<file path="config.mk">
export PLATFORM = sky130hd
export DESIGN_NAME = gpu_mem_coalescer_flat
export DESIGN_NICKNAME = d
export VERILOG_FILES = /design/src/rtl/gpu_mem_coalescer_if.sv /design/src/rtl/gpu_mem_coalescer.sv /design/src/flat_wrapper.sv
export SDC_FILE = /design/constraint.sdc
export NUM_CORES = 1
export LEC_CHECK = 0
export ABC_AREA = 0
export BUFFER_PORTS_ARGS = -buffer_cell sky130_fd_sc_hd__buf_2
export CELL_PAD_IN_SITES_DETAIL_PLACEMENT = 1
export CELL_PAD_IN_SITES_GLOBAL_PLACEMENT = 2
export CORE_UTILIZATION = 31
export DETAILED_ROUTE_END_ITERATION = 8
export PLACE_DENSITY_LB_ADDON = 0.1
export SLEW_MARGIN = 0
export SYNTH_ARGS = -nofsm -noshare
export SYNTH_HDL_FRONTEND = slang
export SYNTH_SLANG_ARGS = --single-unit
</file>
<file path="constraint.sdc">
create_clock -name clk -period 6.8 [get_ports clk]
set_input_delay 0.34 -clock clk [delete_from_list [all_inputs] [get_ports clk]]
set_output_delay 0.34 -clock clk [all_outputs]
set_load 0.1 [all_outputs]
</file>
<file path="src/rtl/gpu_mem_coalescer_if.sv">
// Warp memory-stage bundle: core-side request/response plus single-port memory request/read-return.
// slave is the coalescer's view; master is the environment (core + memory) view.
interface gpu_mem_coalescer_if #(
    parameter int NUM_THREADS = 4,
    parameter int DATA_WIDTH  = 16,
    parameter int ADDR_WIDTH  = 16
);
    logic                                   req_valid;
    logic                                   req_ready;
    logic                                   req_we;
    logic [NUM_THREADS-1:0]                 req_mask;
    logic [NUM_THREADS-1:0][ADDR_WIDTH-1:0] req_addr;
    logic [NUM_THREADS-1:0][DATA_WIDTH-1:0] req_wdata;

    logic                                   mem_req_valid;
    logic                                   mem_req_ready;
    logic                                   mem_we;
    logic [ADDR_WIDTH-1:0]                  mem_addr;
    logic [DATA_WIDTH-1:0]                  mem_wdata;
    logic                                   mem_rvalid;
    logic [DATA_WIDTH-1:0]                  mem_rdata;

    logic                                   rsp_valid;
    logic [NUM_THREADS-1:0][DATA_WIDTH-1:0] rsp_rdata;
    logic [NUM_THREADS-1:0]                 rsp_mask;

    modport slave (
        input  req_valid, req_we, req_mask, req_addr, req_wdata,
        input  mem_req_ready, mem_rvalid, mem_rdata,
        output req_ready, mem_req_valid, mem_we, mem_addr, mem_wdata,
        output rsp_valid, rsp_rdata, rsp_mask
    );

    modport master (
        output req_valid, req_we, req_mask, req_addr, req_wdata,
        output mem_req_ready, mem_rvalid, mem_rdata,
        input  req_ready, mem_req_valid, mem_we, mem_addr, mem_wdata,
        input  rsp_valid, rsp_rdata, rsp_mask
    );
endinterface

</file>
<file path="src/rtl/gpu_mem_coalescer.sv">
// Warp memory coalescer: serialises one warp access onto a single-port memory, one access per distinct address.
// Latency 1+groups (store) or 1+groups*(1+L) (load); req_ready only in IDLE, mem requests held until mem_req_ready.
module gpu_mem_coalescer #(
    parameter int NUM_THREADS = 4,
    parameter int DATA_WIDTH  = 16,
    parameter int ADDR_WIDTH  = 16
) (
    input  logic               clk,
    input  logic               rst,
    gpu_mem_coalescer_if.slave bus
);
    typedef logic [NUM_THREADS-1:0]                 lane_mask_t;
    typedef logic [NUM_THREADS-1:0][ADDR_WIDTH-1:0] lane_addr_t;
    typedef logic [NUM_THREADS-1:0][DATA_WIDTH-1:0] lane_data_t;
    typedef enum logic [1:0] {S_IDLE, S_ISSUE, S_WAIT, S_RESP} state_t;

    state_t                state;
    logic                  we_q;
    lane_mask_t            pending;
    lane_mask_t            grp_q;
    lane_addr_t            addr_q;
    lane_data_t            wdata_q;
    lane_data_t            rsp_rdata_q;
    lane_mask_t            rsp_mask_q;
    logic                  req_ready_q;
    logic                  mem_req_valid_q;
    logic                  mem_we_q;
    logic [ADDR_WIDTH-1:0] mem_addr_q;
    logic [DATA_WIDTH-1:0] mem_wdata_q;
    logic                  rsp_valid_q;

    // Address of the lowest-numbered set lane (the group leader).
    function automatic logic [ADDR_WIDTH-1:0] lead_addr(input lane_mask_t p, input lane_addr_t a);
        logic [ADDR_WIDTH-1:0] r;
        r = '0;
        for (int i = NUM_THREADS - 1; i >= 0; i--)
            if (p[i]) r = a[i];
        return r;
    endfunction

    function automatic lane_mask_t group_of(input lane_mask_t p, input lane_addr_t a);
        lane_mask_t            g;
        logic [ADDR_WIDTH-1:0] la;
        la = lead_addr(p, a);
        g  = '0;
        for (int i = 0; i < NUM_THREADS; i++)
            if (p[i] && (a[i] == la)) g[i] = 1'b1;
        return g;
    endfunction

    // Highest lane of the group supplies store data, so it wins address conflicts.
    function automatic logic [DATA_WIDTH-1:0] hi_data(input lane_mask_t g, input lane_data_t d);
        logic [DATA_WIDTH-1:0] r;
        r = '0;
        for (int i = 0; i < NUM_THREADS; i++)
            if (g[i]) r = d[i];
        return r;
    endfunction

    lane_mask_t            acc_grp, cur_grp, nxt_pend, nxt_grp;
    logic [ADDR_WIDTH-1:0] acc_addr, cur_addr, nxt_addr;
    logic [DATA_WIDTH-1:0] acc_wdata, nxt_wdata;

    assign acc_grp   = group_of(bus.req_mask, bus.req_addr);
    assign acc_addr  = lead_addr(bus.req_mask, bus.req_addr);
    assign acc_wdata = hi_data(acc_grp, bus.req_wdata);
    assign cur_grp   = group_of(pending, addr_q);
    assign cur_addr  = lead_addr(pending, addr_q);
    assign nxt_pend  = pending & ~cur_grp;
    assign nxt_grp   = group_of(nxt_pend, addr_q);
    assign nxt_addr  = lead_addr(nxt_pend, addr_q);
    assign nxt_wdata = hi_data(nxt_grp, wdata_q);

    always_ff @(posedge clk or posedge rst) begin
        if (rst) begin
            state           <= S_IDLE;
            we_q            <= 1'b0;
            pending         <= '0;
            grp_q           <= '0;
            addr_q          <= '0;
            wdata_q         <= '0;
            rsp_rdata_q     <= '0;
            rsp_mask_q      <= '0;
            req_ready_q     <= 1'b1;
            mem_req_valid_q <= 1'b0;
            mem_we_q        <= 1'b0;
            mem_addr_q      <= '0;
            mem_wdata_q     <= '0;
            rsp_valid_q     <= 1'b0;
        end else begin
            case (state)
                S_IDLE: begin
                    if (bus.req_valid) begin
                        we_q        <= bus.req_we;
                        addr_q      <= bus.req_addr;
                        wdata_q     <= bus.req_wdata;
                        pending     <= bus.req_mask;
                        rsp_rdata_q <= '0;
                        rsp_mask_q  <= bus.req_mask;
                        req_ready_q <= 1'b0;
                        if (bus.req_mask == '0) begin
                            state       <= S_RESP;
                            rsp_valid_q <= 1'b1;
                        end else begin
                            state           <= S_ISSUE;
                            mem_req_valid_q <= 1'b1;
                            mem_we_q        <= bus.req_we;
                            mem_addr_q      <= acc_addr;
                            mem_wdata_q     <= bus.req_we ? acc_wdata : '0;
                        end
                    end
                end
                S_ISSUE: begin
                    if (bus.mem_req_ready) begin
                        pending <= nxt_pend;
                        if (we_q) begin
                            if (nxt_pend == '0) begin
                                mem_req_valid_q <= 1'b0;
                                rsp_valid_q     <= 1'b1;
                                state           <= S_RESP;
                            end else begin
                                mem_addr_q  <= nxt_addr;
                                mem_wdata_q <= nxt_wdata;
                            end
                        end else begin
                            grp_q           <= cur_grp;
                            mem_req_valid_q <= 1'b0;
                            state           <= S_WAIT;
                        end
                    end
                end
                S_WAIT: begin
                    if (bus.mem_rvalid) begin
                        for (int i = 0; i < NUM_THREADS; i++)
                            if (grp_q[i]) rsp_rdata_q[i] <= bus.mem_rdata;
                        if (pending == '0) begin
                            rsp_valid_q <= 1'b1;
                            state       <= S_RESP;
                        end else begin
                            mem_req_valid_q <= 1'b1;
                            mem_addr_q      <= cur_addr;
                            state           <= S_ISSUE;
                        end
                    end
                end
                S_RESP: begin
                    rsp_valid_q <= 1'b0;
                    req_ready_q <= 1'b1;
                    state       <= S_IDLE;
                end
                default: state <= S_IDLE;
            endcase
        end
    end

    assign bus.req_ready     = req_ready_q;
    assign bus.mem_req_valid = mem_req_valid_q;
    assign bus.mem_we        = mem_we_q;
    assign bus.mem_addr      = mem_addr_q;
    assign bus.mem_wdata     = mem_wdata_q;
    assign bus.rsp_valid     = rsp_valid_q;
    assign bus.rsp_rdata     = rsp_rdata_q;
    assign bus.rsp_mask      = rsp_mask_q;
endmodule

</file>
<file path="src/flat_wrapper.sv">
// flat-port wrapper written by rule: the top's interface ports become plain ports
module gpu_mem_coalescer_flat 
#(
    parameter int NUM_THREADS = 4,
    parameter int DATA_WIDTH  = 16,
    parameter int ADDR_WIDTH  = 16
)
  (clk, rst, bus_req_valid, bus_req_we, bus_req_mask, bus_req_addr, bus_req_wdata, bus_mem_req_ready, bus_mem_rvalid, bus_mem_rdata, bus_req_ready, bus_mem_req_valid, bus_mem_we, bus_mem_addr, bus_mem_wdata, bus_rsp_valid, bus_rsp_rdata, bus_rsp_mask);
  gpu_mem_coalescer_if #(.NUM_THREADS(NUM_THREADS), .DATA_WIDTH(DATA_WIDTH), .ADDR_WIDTH(ADDR_WIDTH)) bus_i ();
  input  logic clk;
  input  logic rst;
  input wire logic [$bits(bus_i.req_valid)-1:0] bus_req_valid;
  input wire logic [$bits(bus_i.req_we)-1:0] bus_req_we;
  input wire logic [$bits(bus_i.req_mask)-1:0] bus_req_mask;
  input wire logic [$bits(bus_i.req_addr)-1:0] bus_req_addr;
  input wire logic [$bits(bus_i.req_wdata)-1:0] bus_req_wdata;
  input wire logic [$bits(bus_i.mem_req_ready)-1:0] bus_mem_req_ready;
  input wire logic [$bits(bus_i.mem_rvalid)-1:0] bus_mem_rvalid;
  input wire logic [$bits(bus_i.mem_rdata)-1:0] bus_mem_rdata;
  output wire logic [$bits(bus_i.req_ready)-1:0] bus_req_ready;
  output wire logic [$bits(bus_i.mem_req_valid)-1:0] bus_mem_req_valid;
  output wire logic [$bits(bus_i.mem_we)-1:0] bus_mem_we;
  output wire logic [$bits(bus_i.mem_addr)-1:0] bus_mem_addr;
  output wire logic [$bits(bus_i.mem_wdata)-1:0] bus_mem_wdata;
  output wire logic [$bits(bus_i.rsp_valid)-1:0] bus_rsp_valid;
  output wire logic [$bits(bus_i.rsp_rdata)-1:0] bus_rsp_rdata;
  output wire logic [$bits(bus_i.rsp_mask)-1:0] bus_rsp_mask;
  assign bus_i.req_valid = bus_req_valid;
  assign bus_i.req_we = bus_req_we;
  assign bus_i.req_mask = bus_req_mask;
  assign bus_i.req_addr = bus_req_addr;
  assign bus_i.req_wdata = bus_req_wdata;
  assign bus_i.mem_req_ready = bus_mem_req_ready;
  assign bus_i.mem_rvalid = bus_mem_rvalid;
  assign bus_i.mem_rdata = bus_mem_rdata;
  assign bus_req_ready = bus_i.req_ready;
  assign bus_mem_req_valid = bus_i.mem_req_valid;
  assign bus_mem_we = bus_i.mem_we;
  assign bus_mem_addr = bus_i.mem_addr;
  assign bus_mem_wdata = bus_i.mem_wdata;
  assign bus_rsp_valid = bus_i.rsp_valid;
  assign bus_rsp_rdata = bus_i.rsp_rdata;
  assign bus_rsp_mask = bus_i.rsp_mask;
  gpu_mem_coalescer #(.NUM_THREADS(NUM_THREADS), .DATA_WIDTH(DATA_WIDTH), .ADDR_WIDTH(ADDR_WIDTH)) u_core (.clk(clk), .rst(rst), .bus(bus_i));
endmodule
</file>
* After elaboration in Yosys (flattened, before gate mapping)
Index checks and enable logic that the tools add are counted.
** Storage, ports and cells
- Register bits after elaboration :: 243
- Input port bits :: 154
- Output and inout bits :: 104
- Word-level logic and storage cells :: 174
** Operators by class
- Equality and inequality tests :: 30
- Muxes and demuxes :: 83
- Bitwise logic cells :: 4
- Reductions and logical operators :: 34
** Operators with widths (count)
- $mux W16 :: 37
- $eq A16 B16 Y1 :: 12
- $mux W64 :: 2
- $pmux W64 S2 :: 1
- $pmux W16 S3 :: 1
- $pmux W16 S2 :: 1
- $mux W1 :: 27
- $reduce_and A4 Y1 :: 5
- $ne A2 B1 Y1 const B :: 8
- $mux W2 :: 7
- $reduce_and A7 Y1 :: 2
- $logic_and A1 B1 Y1 :: 12
- $logic_not A4 Y1 :: 3
- $ne A2 B2 Y1 const B :: 6
- $reduce_and A3 Y1 :: 3
- $mux W4 :: 2
- $pmux W2 S4 :: 1
- $pmux W4 S2 :: 1
- $reduce_and A8 Y1 :: 1
- $reduce_and A6 Y1 :: 1
- $reduce_bool A2 Y1 :: 3
- $and A4 B4 Y4 :: 1
- $eq A2 B2 Y1 const B :: 2
- $not A4 Y4 :: 1
- 9 further kinds :: 11

* Longest topological paths before layout
- Depth after elaboration :: 24
- Depth in mapped cells :: 18
- Gate-level depth less buffers :: 11

* Worst setup path before layout
No wires, ideal clock.
- Kind :: register to register
- From :: register u_core.pending[2]
- To :: register u_core.mem_wdata_q[0] (netlist: u_core.bus.mem_wdata[0])
- Library setup time :: 0.137 ns
- Arrival time :: 3.898 ns
- Path slack :: 2.765 ns
- Cell stages (with the launch flop) :: 15
- Buffers on the path :: 3
- Period minus slack after synthesis :: 4.035 ns
- Path through :: dfrtp_1 > buf_4 > nand3b_1 > a221oi_1 > xnor2_1 > nand3_1 > or4_1 > buf_2 > o21ai_4 > nor3_1 > or4b_4 > or3_1 > buf_2 > o211ai_4 > o211ai_1
** On the way
- Word-level cells in the longest chain between the ends :: 23
** Ends and longest elaborated chain
- start, declared :: RTL line gpu_mem_coalescer.sv:19 : lane_mask_t pending;
- start signal, assigned :: RTL line gpu_mem_coalescer.sv:97 : pending <= bus.req_mask;
- start signal, assigned :: RTL line gpu_mem_coalescer.sv:115 : pending <= nxt_pend;
- $mux W16 (3 in a row) :: RTL line gpu_mem_coalescer.sv:37 : if (p[i]) r = a[i];
- $eq A16 B16 Y1 :: RTL line gpu_mem_coalescer.sv:47 : if (p[i] && (a[i] == la)) g[i] = 1'b1;
- $logic_and A1 B1 Y1 :: RTL line gpu_mem_coalescer.sv:47
- $mux W1 :: RTL line gpu_mem_coalescer.sv:47
- $not A4 Y4 :: RTL line gpu_mem_coalescer.sv:69 : assign nxt_pend = pending & ~cur_grp;
- $and A4 B4 Y4 * :: RTL line gpu_mem_coalescer.sv:69
- $mux W16 (4 in a row) :: RTL line gpu_mem_coalescer.sv:37
- $eq A16 B16 Y1 :: RTL line gpu_mem_coalescer.sv:47
- $logic_and A1 B1 Y1 :: RTL line gpu_mem_coalescer.sv:47
- $mux W1 :: RTL line gpu_mem_coalescer.sv:47
- $mux W16 (4 in a row) :: RTL line gpu_mem_coalescer.sv:56 : if (g[i]) r = d[i];
- $mux W16 :: RTL line gpu_mem_coalescer.sv:117 : if (nxt_pend == '0) begin
- $mux W16 :: RTL line gpu_mem_coalescer.sv:116 : if (we_q) begin
- $mux W16 :: RTL line gpu_mem_coalescer.sv:114 : if (bus.mem_req_ready) begin
- $pmux W16 S2 :: RTL line gpu_mem_coalescer.sv:91 : case (state)
- end signal, assigned :: RTL line gpu_mem_coalescer.sv:109 : mem_wdata_q <= bus.req_we ? acc_wdata : '0;
- end signal, assigned :: RTL line gpu_mem_coalescer.sv:123 : mem_wdata_q <= nxt_wdata;
- end, declared :: RTL line gpu_mem_coalescer.sv:29 : logic [DATA_WIDTH-1:0] mem_wdata_q;
Every way passes the cells marked *; elsewhere a longest branch is shown, timed or not. The select of a mux whose other input is x is not followed.
A chain may end at the register's enable or synchronous reset.

* Worst setup path in the final report
- From :: register u_core.pending[2]
- To :: register u_core.mem_wdata_q[14] (netlist: u_core.bus.mem_wdata[14])
Same word-level chain as after synthesis.

==> results.md <==
* Overall die area at 0.0462 mm²
* Worst Hold Margin at 0.0210 ns
* Die H at 215 µm
* Largest delay contributor family on the critical path: compound AO/OA/AOI/OAI gates
* Critical path's largest stage delay at 1.01 ns
* Grt total ovfl at 0
* Post-DP Area at 0.0158 mm²
* Critical Setup Path Class: flip-flop to flip-flop
* Starting utilization of the core area at 0.316
* Via count normalized by instance count at 5.64
* Total standard cell area after synthesis at 0.0141 mm²
* Share of final-layout standard cells stronger than drive strength 1 at 0.246
* Commonest non-fill, non-tap cell in the layout: sky130_fd_sc_hd__buf_2
* Number of distinct library cells after synthesis at 75
* Post-detailed-route wirelength per cell at 26.2 µm
* Number of global-route vias before repair at 13.5k
* DR iter-0 viols at 1077
* Sink count of the clock tree at 227
* Top cell type's share of synthesized area at 0.402
* Biggest area contributors in the synthesized netlist: sky130_fd_sc_hd__dfrtp_1 (40%), sky130_fd_sc_hd__mux2_2 (7.4%), sky130_fd_sc_hd__nand2_1 (5.6%), sky130_fd_sc_hd__o21ai_0 (4.7%), sky130_fd_sc_hd__xnor2_1 (4.4%)
* Boundary pin count at 258
* Fraction of registers with async set or reset after synthesis at 1.00
* Most frequent cells in the layout: sky130_fd_sc_hd__buf_2 (257), sky130_fd_sc_hd__dfrtp_1 (226), sky130_fd_sc_hd__nand2_1 (210)
* Number of failing setup endpoints in the final timing report at 0
* Number of warnings printed during yosys synthesis at 0
* Avg Cell Area, Syn at 9.08 µm²
* Final Max Tran Viols at 0
* Cell with the largest stage delay on the worst path: sky130_fd_sc_hd__dfrtp_1
* Cell chain of the critical path: buf_4 -> nand3b_1 -> a221oi_1 -> o41ai_1 -> o2111ai_1 -> nor4_1 -> buf_4 -> a21o_1 -> buf_4 -> o311ai_0 -> a311o_1 -> buf_4 -> nand2_1 -> a21boi_0 -> o211ai_1
* Signed area change from the synthesized netlist to the final layout at 18.7%
* Crit path setup slack, layout at 1.36 ns
* Post-detailed-placement half-perimeter wirelength at 45800 µm
* Most common cell on crit path: sky130_fd_sc_hd__buf_4
* TritonCTS clock tree: done
* Cell Rows at 77
* Unrepaired setup endpoints after global routing: false
* Total negative slack for setup checks at 0 ns
* Seq/Total Area, Yosys at 0.404
* Data required, critical path at 7.28 ns
* Endpoint class of the critical path: flip-flop
* Synth Flop Type: sky130_fd_sc_hd__dfrtp_1
* Global-route wire length before repair at 91700 µm
* Post-route DRC violation count at 0
* Peak fanout along the critical path at 29
* Number of endpoints with negative hold slack in the final report at 0
* Combined buffer and inverter count along the critical path at 4
* Antenna violations before repair at 0
* Period Utilization, post-route at 0.799
* Kind of start point of the critical path: flip-flop
* GRT Util Overall at 0.263
* CP Data Arrival Time at 5.91 ns
* Clock period minus worst slack at 5.44 ns
* Clock tree root buffer cell: sky130_fd_sc_hd__clkbuf_16
* Weighted congestion at the end of routability-driven global placement at 0.989
* Post-DRT Antenna Nets at 0
* Post-route cell area at 0.0167 mm²
* Cell type with the highest aggregate area in the netlist: sky130_fd_sc_hd__dfrtp_1
* Post-placement setup slack at 1.45 ns
* CTS H-tree depth at 1
* Result of the run: completed
* Maximum clock skew at final layout at 0.0153 ns
* Die boundary width at 215 µm
* Maximum number of pins on one net before global-route repair at 118
* Nets in the synthesized netlist at 1708
* Router iterations before antenna repair at 6
* Clock transition at the register clock pins on the worst setup and hold paths after CTS at 0.06 ns
* # Max-Cap Violations at 0
* Synth Instances at 1550
* Headroom to the max-slew limit at 0.308
* Clk Latency, worst-skew pair at 0.57 ns
* Max Fclk at 184 MHz
* Slew @ Worst Pin at 1.03 ns
* Total wirelength of the detailed-routed design at 61400 µm
* Core ar. at 0.0445 mm²
* Cts bufs inserted at 28
* Post-synth EDFFs at 0
* Post-CTS setup buffer count at 0
* Buffer depth of the longest clock path at 3
* Port Buffers at 257
* Worst hold-check path type: primary input to flip-flop
* Register bit count reported by yosys at 227
* Vias after detailed routing at 13.2k
* Diodes inserted at 0
* Final-stage net count at 1889
-- path summary, 6_finish.rpt --
path / from / to / slack [ns] / depth (start not counted)
worst max-delay path: u_core.pending[2] / u_core.bus.mem_wdata[14] / 1.36 / 15
worst min-delay path: bus_req_addr[5] / u_core.addr_q[5] / 0.02 / 2
worst max register to register: u_core.pending[2] / u_core.bus.mem_wdata[14] / 1.36 / 15
worst min register to register: u_core.wdata_q[21] / u_core.wdata_q[21] / 0.47 / 2
max in group asynchronous: rst / u_core.wdata_q[41] / 5.10 / 4
min in group asynchronous: rst / u_core.addr_q[13] / 0.43 / 3
-- per-stage QoR --
step / instances / util
final: 2342 / 0.375
after global routing: 2342 / 0.375
after CTS: 2342 / 0.375
after detailed placement: 2292 / 0.355
after global placement: 2292 / 0.355
after floorplan: 1550 / -
-- cells in the mapped netlist (all sizes together), types with 12 or more instances --
library cell	instances
dfrtp	226
o31ai	15
xnor2	70
a211oi	19
a21boi	19
nand2b	14
a21o	13
mux2	93
nor2b	13
nand3	37
o21ai	135
clkbuf	103
nand2	211
and3	14
nand3b	24
buf	29
inv	60
o211ai	33
o22ai	15
o2bb2ai	12
a311oi	15
nor3	21
mux2i	43
nand4	12
a221oi	18
nor4	15
xor2	30
a21oi	55
nor2	48
-- routing by layer --
layer | global-route usage | wire, µm
met2 | 0.409 | 27400
met4 | 0.0515 | 1170
met5 | 0 | 0
met3 | 0.0351 | 3540
met1 | 0.390 | 29400
-- sequential cells by signal (all words and copies together), names as in the netlist --
| signal | flops |
|---|---|
| u_core.grp_q | 4 |
| u_core.bus.rsp_valid | 1 |
| u_core.bus.mem_addr | 16 |
| u_core.addr_q | 64 |
| u_core.bus.rsp_rdata | 64 |
| u_core.bus.rsp_mask | 4 |
| u_core.bus.mem_wdata | 16 |
| u_core.bus.req_ready | 1 |
| u_core.pending | 4 |
| u_core.wdata_q | 48 |
| u_core.we_q | 1 |
| u_core.state | 2 |
| u_core.bus.mem_we | 1 |
| u_core.bus.mem_req_valid | 1 |
-- logic make-up (layout without fill, tap and decap cells) --
logic type / Yosys count / count (layout) / synth area share
xor gates and xnor gates: 100 / 100 / 0.0623
muxes: 136 / 136 / 0.105
and+or+nand+nor: 450 / 450 / 0.157
buffers and inverters: 193 / 393 / 0.0540
adders and majority gates: 4 / 4 / 0.00356
AOI/OAI and AO/OA: 440 / 440 / 0.214
DFF: 227 / 227 / 0.404
-- area by class of cell --
cell class | instances | area, µm²
inverters | 61 | 236
multi-input cells | 1130 | 7650
well taps | 592 | 741
fillers | 5262 | 27800
repair buffers | 283 | 1500
flip-flops and latches | 227 | 5680
clock inverters | 4 | 83.8
clock buffers | 45 | 815
-- repair_timing --
action	4_1_cts	5_1_grt
hold buffers	1	0
resized for setup	0	0
endpoints found under the setup margin	0	0
hold endpoints to repair	19	0
Power is left out: the tool's default activity adds up to more than one toggle a clock period on the data nets, which glitch-free logic cannot reach.
